[src/rtl/cpu32_mem_pkg.sv]
//------------------------------------------------------------------------------
// Module : cpu32_mem_pkg
// Brief  : Shared definitions for the mem_master CPU-to-RAM request engine:
//          FSM state encoding and default widths / timeout limit.
// Rev    : 1.0  initial release
//------------------------------------------------------------------------------
`default_nettype none

package cpu32_mem_pkg;

    localparam int unsigned ADDR_W_DEF  = 32;
    localparam int unsigned DATA_W_DEF  = 32;
    localparam int unsigned TMO_CYC_DEF = 64;

    localparam int unsigned ST_W = 2;

    typedef enum logic [ST_W-1:0] {
        ST_IDLE  = 2'd0,
        ST_ISSUE = 2'd1,
        ST_WAIT  = 2'd2,
        ST_DONE  = 2'd3
    } state_e;

    // True while a RAM transaction is outstanding.
    function automatic logic st_busy(input state_e s);
        return (s == ST_ISSUE) || (s == ST_WAIT);
    endfunction

endpackage

`default_nettype wire

[src/rtl/mem_wdt.sv]
//------------------------------------------------------------------------------
// Module : mem_wdt
// Brief  : Transaction watchdog. Counts consecutive cycles with run=1 and
//          flags expired during the TMO_CYC-th such cycle, so the owner can
//          leave its busy state on the edge that ends that cycle.
// Ports  : clk      - rising-edge clock
//          rst_n    - asynchronous active-low reset
//          run      - count enable; low clears the count
//          expired  - high in the last allowed busy cycle
// Rev    : 1.0  initial release
//------------------------------------------------------------------------------
`default_nettype none

module mem_wdt
    import cpu32_mem_pkg::*;
#(
    parameter int unsigned TMO_CYC = TMO_CYC_DEF
) (
    input  logic clk,
    input  logic rst_n,
    input  logic run,
    output logic expired
);

    localparam int unsigned CNT_W = (TMO_CYC > 1) ? $clog2(TMO_CYC) : 1;
    localparam logic [CNT_W-1:0] CNT_LAST = CNT_W'(TMO_CYC - 1);

    logic [CNT_W-1:0] cnt_q;
    logic [CNT_W-1:0] cnt_d;

    // The owner drops run on the edge after expiry, so the count never
    // needs to go past CNT_LAST.
    always_comb begin
        cnt_d = run ? (cnt_q + CNT_W'(1)) : '0;
    end

    always_ff @(posedge clk or negedge rst_n) begin
        if (!rst_n) begin
            cnt_q <= '0;
        end else begin
            cnt_q <= cnt_d;
        end
    end

    assign expired = run && (cnt_q == CNT_LAST);

endmodule

`default_nettype wire

[src/rtl/mem_master.sv]
//------------------------------------------------------------------------------
// Module : mem_master
// Brief  : Single-outstanding CPU request engine driving a RAM with separate
//          read and write channels. A request is latched in IDLE, the active
//          channels are handshaken (rdy drops, then rises) and a one-cycle
//          completion pulse is issued from DONE.
// Config : `define MEM_MASTER_TIMEOUT_EN to add the mem_wdt watchdog; without
//          it ISSUE/WAIT wait forever and resp_tmo is tied low.
// Ports  : CPU side  req_valid/req_re/req_we/req_raddr/req_waddr/req_wdata in,
//                    req_ready/resp_valid/resp_rdata/resp_exc/resp_tmo out
//          RAM side  r_addr/w_addr/w_line/read/write out,
//                    r_line/rrdy/wrdy/exc in
// Rev    : 1.0  initial release
//------------------------------------------------------------------------------
`default_nettype none

module mem_master
    import cpu32_mem_pkg::*;
#(
    parameter int unsigned ADDR_W  = ADDR_W_DEF,
    parameter int unsigned DATA_W  = DATA_W_DEF,
    parameter int unsigned TMO_CYC = TMO_CYC_DEF
) (
    input  logic              clk,
    input  logic              rst_n,
    // CPU side
    input  logic              req_valid,
    input  logic              req_re,
    input  logic              req_we,
    input  logic [ADDR_W-1:0] req_raddr,
    input  logic [ADDR_W-1:0] req_waddr,
    input  logic [DATA_W-1:0] req_wdata,
    output logic              req_ready,
    output logic              resp_valid,
    output logic [DATA_W-1:0] resp_rdata,
    output logic              resp_exc,
    output logic              resp_tmo,
    // RAM side
    output logic [ADDR_W-1:0] r_addr,
    output logic [ADDR_W-1:0] w_addr,
    output logic [DATA_W-1:0] w_line,
    output logic              read,
    output logic              write,
    input  logic [DATA_W-1:0] r_line,
    input  logic              rrdy,
    input  logic              wrdy,
    input  logic              exc
);

    state_e            state_q,  state_d;
    logic [ADDR_W-1:0] raddr_q,  raddr_d;
    logic [ADDR_W-1:0] waddr_q,  waddr_d;
    logic [DATA_W-1:0] wdata_q,  wdata_d;
    logic              rd_q,     rd_d;
    logic              wr_q,     wr_d;
    logic [DATA_W-1:0] rdata_q,  rdata_d;
    logic              exc_q,    exc_d;

    // Inactive channels are treated as already satisfied so a single-channel
    // request only depends on its own ready line.
    logic all_lo;
    logic all_hi;

    assign all_lo = (!rd_q || !rrdy) && (!wr_q || !wrdy);
    assign all_hi = (!rd_q ||  rrdy) && (!wr_q ||  wrdy);

`ifdef MEM_MASTER_TIMEOUT_EN
    logic tmo_q, tmo_d;
    logic wdt_run;
    logic wdt_expired;

    assign wdt_run = st_busy(state_q);

    mem_wdt #(
        .TMO_CYC (TMO_CYC)
    ) u_wdt (
        .clk     (clk),
        .rst_n   (rst_n),
        .run     (wdt_run),
        .expired (wdt_expired)
    );
`else
    logic unused_tmo;
    assign unused_tmo = (TMO_CYC != 0);
`endif

    always_comb begin
        state_d = state_q;
        raddr_d = raddr_q;
        waddr_d = waddr_q;
        wdata_d = wdata_q;
        rd_d    = rd_q;
        wr_d    = wr_q;
        rdata_d = rdata_q;
        exc_d   = exc_q;
`ifdef MEM_MASTER_TIMEOUT_EN
        tmo_d   = tmo_q;
`endif

        case (state_q)
            ST_IDLE: begin
                if (req_valid) begin
                    raddr_d = req_raddr;
                    waddr_d = req_waddr;
                    wdata_d = req_wdata;
                    rd_d    = req_re;
                    wr_d    = req_we;
                    if (req_re || req_we) begin
                        state_d = ST_ISSUE;
                    end else begin
                        // Nothing to do on the RAM: complete cleanly.
                        state_d = ST_DONE;
                        exc_d   = 1'b0;
`ifdef MEM_MASTER_TIMEOUT_EN
                        tmo_d   = 1'b0;
`endif
                    end
                end
            end

            ST_ISSUE, ST_WAIT: begin
                // Priority: RAM exception, normal completion, timeout,
                // then the ISSUE->WAIT handshake step.
                if (exc) begin
                    state_d = ST_DONE;
                    rd_d    = 1'b0;
                    wr_d    = 1'b0;
                    exc_d   = 1'b1;
`ifdef MEM_MASTER_TIMEOUT_EN
                    tmo_d   = 1'b0;
`endif
                end else if ((state_q == ST_WAIT) && all_hi) begin
                    state_d = ST_DONE;
                    rd_d    = 1'b0;
                    wr_d    = 1'b0;
                    exc_d   = 1'b0;
`ifdef MEM_MASTER_TIMEOUT_EN
                    tmo_d   = 1'b0;
`endif
                    if (rd_q) begin
                        rdata_d = r_line;
                    end
`ifdef MEM_MASTER_TIMEOUT_EN
                end else if (wdt_expired) begin
                    state_d = ST_DONE;
                    rd_d    = 1'b0;
                    wr_d    = 1'b0;
                    exc_d   = 1'b1;
                    tmo_d   = 1'b1;
`endif
                end else if ((state_q == ST_ISSUE) && all_lo) begin
                    state_d = ST_WAIT;
                end
            end

            ST_DONE: begin
                state_d = ST_IDLE;
            end

            default: begin
                state_d = ST_IDLE;
            end
        endcase
    end

    always_ff @(posedge clk or negedge rst_n) begin
        if (!rst_n) begin
            state_q <= ST_IDLE;
            raddr_q <= '0;
            waddr_q <= '0;
            wdata_q <= '0;
            rd_q    <= 1'b0;
            wr_q    <= 1'b0;
            rdata_q <= '0;
            exc_q   <= 1'b0;
        end else begin
            state_q <= state_d;
            raddr_q <= raddr_d;
            waddr_q <= waddr_d;
            wdata_q <= wdata_d;
            rd_q    <= rd_d;
            wr_q    <= wr_d;
            rdata_q <= rdata_d;
            exc_q   <= exc_d;
        end
    end

`ifdef MEM_MASTER_TIMEOUT_EN
    always_ff @(posedge clk or negedge rst_n) begin
        if (!rst_n) begin
            tmo_q <= 1'b0;
        end else begin
            tmo_q <= tmo_d;
        end
    end

    assign resp_tmo = tmo_q;
`else
    assign resp_tmo = 1'b0;
`endif

    assign req_ready  = (state_q == ST_IDLE);
    assign resp_valid = (state_q == ST_DONE);
    assign resp_rdata = rdata_q;
    assign resp_exc   = exc_q;
    assign r_addr     = raddr_q;
    assign w_addr     = waddr_q;
    assign w_line     = wdata_q;
    assign read       = rd_q;
    assign write      = wr_q;

endmodule

`default_nettype wire

[config.mk]
export PLATFORM = sky130hd
export DESIGN_NAME = mem_master
export DESIGN_NICKNAME = d
export VERILOG_FILES = /design/src/rtl/cpu32_mem_pkg.sv /design/src/rtl/mem_wdt.sv /design/src/rtl/mem_master.sv
export SDC_FILE = /design/constraint.sdc
export NUM_CORES = 1
export LEC_CHECK = 0
export ABC_AREA = 1
export BUFFER_PORTS_ARGS = -buffer_cell sky130_fd_sc_hd__buf_4
export CORE_ASPECT_RATIO = 1.5
export CORE_MARGIN = 10
export CORE_UTILIZATION = 49
export DETAILED_ROUTE_END_ITERATION = 6
export GPL_ROUTABILITY_DRIVEN = 0
export HOLD_SLACK_MARGIN = 0.08
export PLACE_DENSITY = 0.85
export SYNTH_ARGS = -nofsm -noshare
export SYNTH_HDL_FRONTEND = slang
export SYNTH_HIERARCHICAL = 1
export SYNTH_SLANG_ARGS = --single-unit
[constraint.sdc]
create_clock -name clk -period 3.3 [get_ports clk]
set_input_delay 0.825 -clock clk [delete_from_list [all_inputs] [get_ports clk]]
set_output_delay 0.825 -clock clk [all_outputs]
set_load 0.005 [all_outputs]
==> summary.md, run 1 <==
| Metric | Value |
|---|---|
| Status | finished, final reports clean |
| Yosys reg bits | 133 |
| Placed cells | 798 |
| Global-route wire length before repair | 24430 µm |
| Die height | 148.0 µm |
| Max Clock Freq | 0.4482 GHz |
| Post-synth EDFFs | 0 |
| Crit share post-route | 0.6761 |
| Fin util | 0.7571 |
| Yosys top cell area share | 0.6219 |
| Final wirelength | 16050 µm |
| Deepest clock path buffer count | 2 |
| Most common library cells after synthesis | dfrtp_1, mux2_2, nand2_1, inv_1, o21ai_2 |
| Post-Synthesis Cells | 398 |
| Asr flop ratio synth | 1.000 |
| Number of fill cells in the layout | 699 |
| GRT Total Usage | 0.2033 |
| Initial antenna violation count | 0 |
| Post-synthesis cell type count | 18 |
| Die W | 105.3 µm |
| Vias in the first global route | 4485 |
| DIE AREA | 0.01559 mm² |
| Num Clock Sinks | 133 |
| Num CTS Buffers | 17 |
| Number of diodes | 0 |
| Count of final hold-check violations | 0 |
| Critical path's slowest cell | dfrtp_1 |
| CP cell instances | inv_1 > ha_1 > buf_4 |
| Static leakage | 4.160 nW |
| Slew margin rel. | 0.4909 |
| DR pass1 iterations | 6 |
| Share of layout cells above drive strength 1 | 0.6370 |
| Syn. warnings | 6 |
| Core Footprint | 0.01065 mm² |
| Io pins | 270 |
| Most common cell in the synthesized netlist | dfrtp_1 |
| Worst-path fanout max | 5 |
| Skew-Pair Late Insertion Delay | 410 ps |
| Final HPWL DP | 12660 µm |
| HP Class | flip-flop to flip-flop |
| Multi-input logic area | 0.001737 mm² |
| Average wire per standard cell | 19.34 µm |
| Seq. cell area | 0.003328 mm² |
| CP required | 2470 ps |
| Largest net degree at the start of global routing | 65 |
| Post-Syn Nets | 539 |
| Synthesized area per cell | 13.45 µm² |
| Initial Utilization | 0.5026 |
| Max-slew violation count | 0 |
| Fin area | 0.008061 mm² |
| Overflow after GRT | 0 |
| # setup viols final | 0 |
| I/O Buffers | 268 |
| Vias | 4020 |
| Max cap viols | 0 |
| Sequential cell area fraction in the yosys report | 0.6219 |
| Setup tns final | 0 ps |
| Post-CTS sizing | 0 |
| Setup Crit Path Kind | flip-flop to output port |
| Measured slew at the worst slew-check pin | 763.7 ps |
| Primary FF master, synth | dfrtp_1 |
| Dominant cells by area after synthesis | dfrtp_1, mux2_2, o21ai_2 |
| # hold bufs at CTS | 0 |
| Drt via density | 4.843 |
| Final nets | 814 |
| RSZ-0062 raised after global routing | false |
| Power, Total | 7.480 mW |
| Setup crit end kind | output port |
| Clock-pin slew on the worst setup and hold paths | 50 ps |
| PwrDens | 927.9 mW/mm² |
| Maximum vdd drop | 0.0005321 V |
| Final Critical Period | 2231 ps |
| Crit path DAT | 1410 ps |
| DRT iter0 DRCs | 116 |
| Worst setup SP type | flip-flop |
| Leading area contributor after synthesis | dfrtp_1 |
| CTS tree | built |
| Area Growth Syn to Fin | 50.64% |
| Post-CTS Setup Inserts | 0 |
| Critical Path Max Stage Delay | 410 ps |
| Post-DRT Antenna Nets | 0 |
| Cell Area, Synth | 0.005351 mm² |
| Row count | 46 |
| DP Area | 0.007490 mm² |
| Clock Skew | 10.87 ps |
| H-tree lvl count | 4 |
| Non-Filler Instances | 830 |
| CTS Root Cell | clkbuf_16 |
| DRC viols | 0 |
-- cell usage in the layout (no fill, tap or decap), types with 2 or more instances in the layout --
cell,n
o21ai_0,5
nor2_1,4
clkbuf_16,17
nand3_1,6
mux2_2,96
buf_12,3
ha_1,5
o21ai_2,32
clkbuf_8,3
clkinv_2,3
dfrtp_1,133
clkinv_4,2
inv_1,39
clkinvlp_4,4
buf_4,271
nand2_1,53
-- layer usage --
metal  track usage  part of all wire
met1        0.1857              0.32
met2        0.3649              0.55
met3       0.07137             0.076
met4        0.1412             0.053
met5             0                 0
-- metrics by stage --
step                hold WS, ps  setup WS (ps)
finish                    481.1           1069
detailed placement        470.1           1015
floorplan                 464.1           1518
CTS                       484.2           1037
global placement          465.5           1070
global route              501.8          957.1
-- path summary, 6_finish.rpt --
kind                                start             end  slack (ps)  depth (start not counted)
setup / recovery               state_q[0]       req_ready        1070                          3
hold reg to reg            resp_rdata[30]  resp_rdata[30]         480                          2
hold / removal             resp_rdata[30]  resp_rdata[30]         480                          2
max in group asynchronous           rst_n      w_addr[13]        2010                          2
min in group asynchronous           rst_n      w_line[18]         500                          1
setup reg to reg               state_q[0]       r_addr[4]        1140                          5
-- registers in the layout (all words and copies together) (netlist names) --
| signal | flops |
|---|---|
| resp_rdata | 32 |
| state_q | 2 |
| write | 1 |
| w_addr | 32 |
| r_addr | 32 |
| read | 1 |
| resp_exc | 1 |
| w_line | 32 |
-- critical path: cells and delay by family, from the launching register on --
kind / cells / cell delay (ps)
buffers and inverters: 2 / 290
adders and majority gates: 1 / 310
DFF: 1 / 410
-- report_power, final --
part	total (mW)	switching [mW]	leakage (nW)	internal (mW)
combinational	2.90	1.15	2.26	1.75
clock	1.78	0.683	0.271	1.10
sequential	2.81	0.414	1.63	2.39
-- final cells by class --
class | count | area share
Inverter | 40 | 0.01862
Timing Repair Buffer | 274 | 0.2598
Multi-Input combinational cell | 207 | 0.2154
Tap cell | 144 | 0.02235
Clock buffer | 21 | 0.05836
Sequential cell | 133 | 0.4129
Clock inverter | 11 | 0.01257
-- logic make-up after synthesis --
group,count (synthesis),synth area share
compound gates,38,0.05798
fa+ha+maj,5,0.01169
buf+inv,58,0.05494
flops,133,0.6219
mux,96,0.2020
other cells,1,0.0007008
simple gates,67,0.05074
Note: power is estimated with default switching activity, not from simulation.
==> inputs of run 2 (changes only) <==
- CORE_UTILIZATION: 49 -> 41
- PLACE_DENSITY: 0.85 -> 0.76
- clock period: 3.3 -> 1.8 ns (I/O delays scaled with it)
==> run 2 against run 1 <==
Core utilization is 11 points lower. Non-clock buffer count rose by 10. Global-route usage decreased by 3.2 points. Clock power rose by 98%. Critical path type unchanged. Routed wire length shrank 1.1%. Sequential cell count did not move. Sequential share of layout area decreased by 1.1 points.
==> summary.md, run 2 (synthesis gave the netlist of run 1 again) <==
| Metric | Value |
|---|---|
| Core Footprint | 0.01289 mm² (was 0.01065 mm²) |
| R2R setup slack | 110 ps (was 1140 ps) |
| Crit share post-route | 0.9603 |
| Most frequent cells in the layout | buf_4, dfrtp_1, mux2_2 (unchanged) |
| Max-slew violation count | 0 (unchanged) |
| DIE AREA | 0.01812 mm² (was 0.01559 mm²) |
| Vias | 4016 (was 4020) |
| DR pass1 iterations | 4 (was 6) |
| Final Worst Setup Slack | 71.38 ps (was 1069 ps) |
| Skew-Pair Late Insertion Delay | 410 ps (about the same) |
| Number of diodes | 0 (unchanged) |
| H-tree lvl count | 4 (unchanged) |
| Max cap viols | 0 (unchanged) |
| Max Clock Freq | 0.5785 GHz |
| GR Util met2 | 0.3136 (was 0.3649) |
| Worst setup SP type | flip-flop (unchanged) |
| Met1 Use GR | 0.1633 (was 0.1857) |
| Count of final hold-check violations | 0 (unchanged) |
| Fin area | 0.008287 mm² (was 0.008061 mm²) |
| Share of layout cells above drive strength 1 | 0.6466 (was 0.6370) |
| Vias in the first global route | 4489 (was 4485) |
| Final wirelength | 15880 µm (was 16050 µm) |
| CP required | 1350 ps (was 2470 ps) |
| CP most frequent cell | buf_4 |
| Deepest clock path buffer count | 2 (unchanged) |
| Maximum vdd drop | 0.0009770 V (was 0.0005321 V) |
| Worst-path fanout max | 3 (was 5) |
| I/O Buffers | 268 (unchanged) |
| GRT Total Usage | 0.1717 (was 0.2033) |
| R2R cell count | 7 (was 5) |
| Drt via density | 4.697 (was 4.843) |
| Static leakage | 4.242 nW (was 4.160 nW) |
| CTS tree | built (unchanged) |
| Average wire per standard cell | 18.57 µm (was 19.34 µm) |
| CTS Root Cell | clkbuf_16 (unchanged) |
| PwrDens | 1711 mW/mm² (was 927.9 mW/mm²) |
| Power, Total | 14.18 mW (was 7.480 mW) |
| Setup tns final | 0 ps (unchanged) |
| Initial Utilization | 0.4152 (was 0.5026) |
| Final Critical Period | 1729 ps |
| Largest net degree at the start of global routing | 43 (was 65) |
| Status | finished, final reports clean (unchanged) |
| Met3 Use GR | 0.06149 (was 0.07137) |
| # setup viols final | 0 (unchanged) |
| Row count | 51 (was 46) |
| DRT iter0 DRCs | 147 (was 116) |
| Overflow after GRT | 0 (unchanged) |
| Pre-CTS WS | -2.542 ps (was 1015 ps) |
| Num CTS Buffers | 17 (unchanged) |
| Initial antenna violation count | 0 (unchanged) |
| Setup crit end kind | output port (unchanged) |
| DRC viols | 0 (unchanged) |
| HP Class | input port to flip-flop (was flip-flop to flip-flop) |
| Crit path DAT | 1280 ps (was 1410 ps) |
| Reg2reg end | w_line[4] (was r_addr[4]) |
| Num Clock Sinks | 133 (unchanged) |
| DP Area | 0.007606 mm² (was 0.007490 mm²) |
| Clock Skew | 7.616 ps (was 10.87 ps) |
| Tightest hold margin | 266.6 ps (was 481.1 ps) |
| Clock-pin slew on the worst setup and hold paths | 60 ps (was 50 ps) |
| Setup Crit Path Kind | flip-flop to output port (unchanged) |
| R2R Path Start | state_q[0] (unchanged) |
| Critical path startpoint | state_q[1] (was state_q[0]) |
| Post-DRT Antenna Nets | 0 (unchanged) |
| Most Used Layer, Global Route | met2 (unchanged) |
| Hold Path Depth | 2 (unchanged) |
| CP cell instances | buf_4 > ha_2 > buf_4 (was inv_1 > ha_1 > buf_4) |
| Global-route wire length before repair | 24470 µm (was 24430 µm) |
| Commonest non-fill, non-tap cell in the layout | buf_4 (unchanged) |
| Area Growth Syn to Fin | 54.85% (was 50.64%) |
| Die height | 159.9 µm (was 148.0 µm) |
| Io pins | 270 (unchanged) |
| Critical Path Max Stage Delay | 400 ps (was 410 ps) |
| Final nets | 824 (was 814) |
| Critical path's slowest cell | dfrtp_1 (unchanged) |
| Final HPWL DP | 12520 µm (was 12660 µm) |
| End of the critical path | resp_valid (was req_ready) |
| Die W | 113.3 µm (was 105.3 µm) |
run 2: area by class of cell:
| class | instances | area, µm² |
|---|---|---|
| Inverter | 40 | 150.1 |
| Tap cell | 159 | 198.9 |
| Fill cell | 957 | 4603 |
| Clock inverter | 13 | 172.7 |
| Sequential cell | 133 | 3328 |
| Clock buffer | 19 | 432.9 |
| Multi-Input combinational cell | 207 | 1767 |
| Timing Repair Buffer | 284 | 2237 |
run 2: worst max-delay path, delay by kind of cell, from the launching register on:
family	cells	cell delay, ps
flip-flops	1	400
adder cells (fa/ha/maj)	1	180
buffers and inverters	2	290
run 2: how the worst min path moves through the flow:
stage / slack, ps / endpoint / from
final: 270 / w_line[14] / req_wdata[14]
after global routing: 260 / r_addr[14] / req_raddr[14]
after CTS: 250 / w_line[8] / req_wdata[8]
after detailed placement: 420 / w_line[1] / rst_n
after global placement: 420 / w_line[1] / rst_n
after floorplan: 150 / r_addr[0] / rst_n
run 2: through the flow:
stage               cells  utilization
global route          855       0.6429
global placement      821       0.5901
finish                855       0.6429
detailed placement    821       0.5901
floorplan             398            -
CTS                   855       0.6420
run 2: what timing repair did:
item                                    4_1_cts  5_1_grt
gates cloned                                  1        0
resized for setup                             8        3
endpoints found under the setup margin       33       36
hold buffers                                  1        0
hold endpoints to repair                     26        0
setup buffers                                 0        1
pin swaps                                     0        1
run 2: where the power goes:
| group | switching (mW) | internal (mW) |
|---|---|---|
| Combinational | 2.13 | 3.37 |
| Sequential | 0.766 | 4.38 |
| Clock | 1.33 | 2.20 |
| Total | 4.23 | 9.95 |
run 2: metal layers:
layer	wire length, µm	part of all wire
met5	0	0
met4	578	0.036
met3	1190	0.075
met1	5286	0.33
met2	8821	0.56
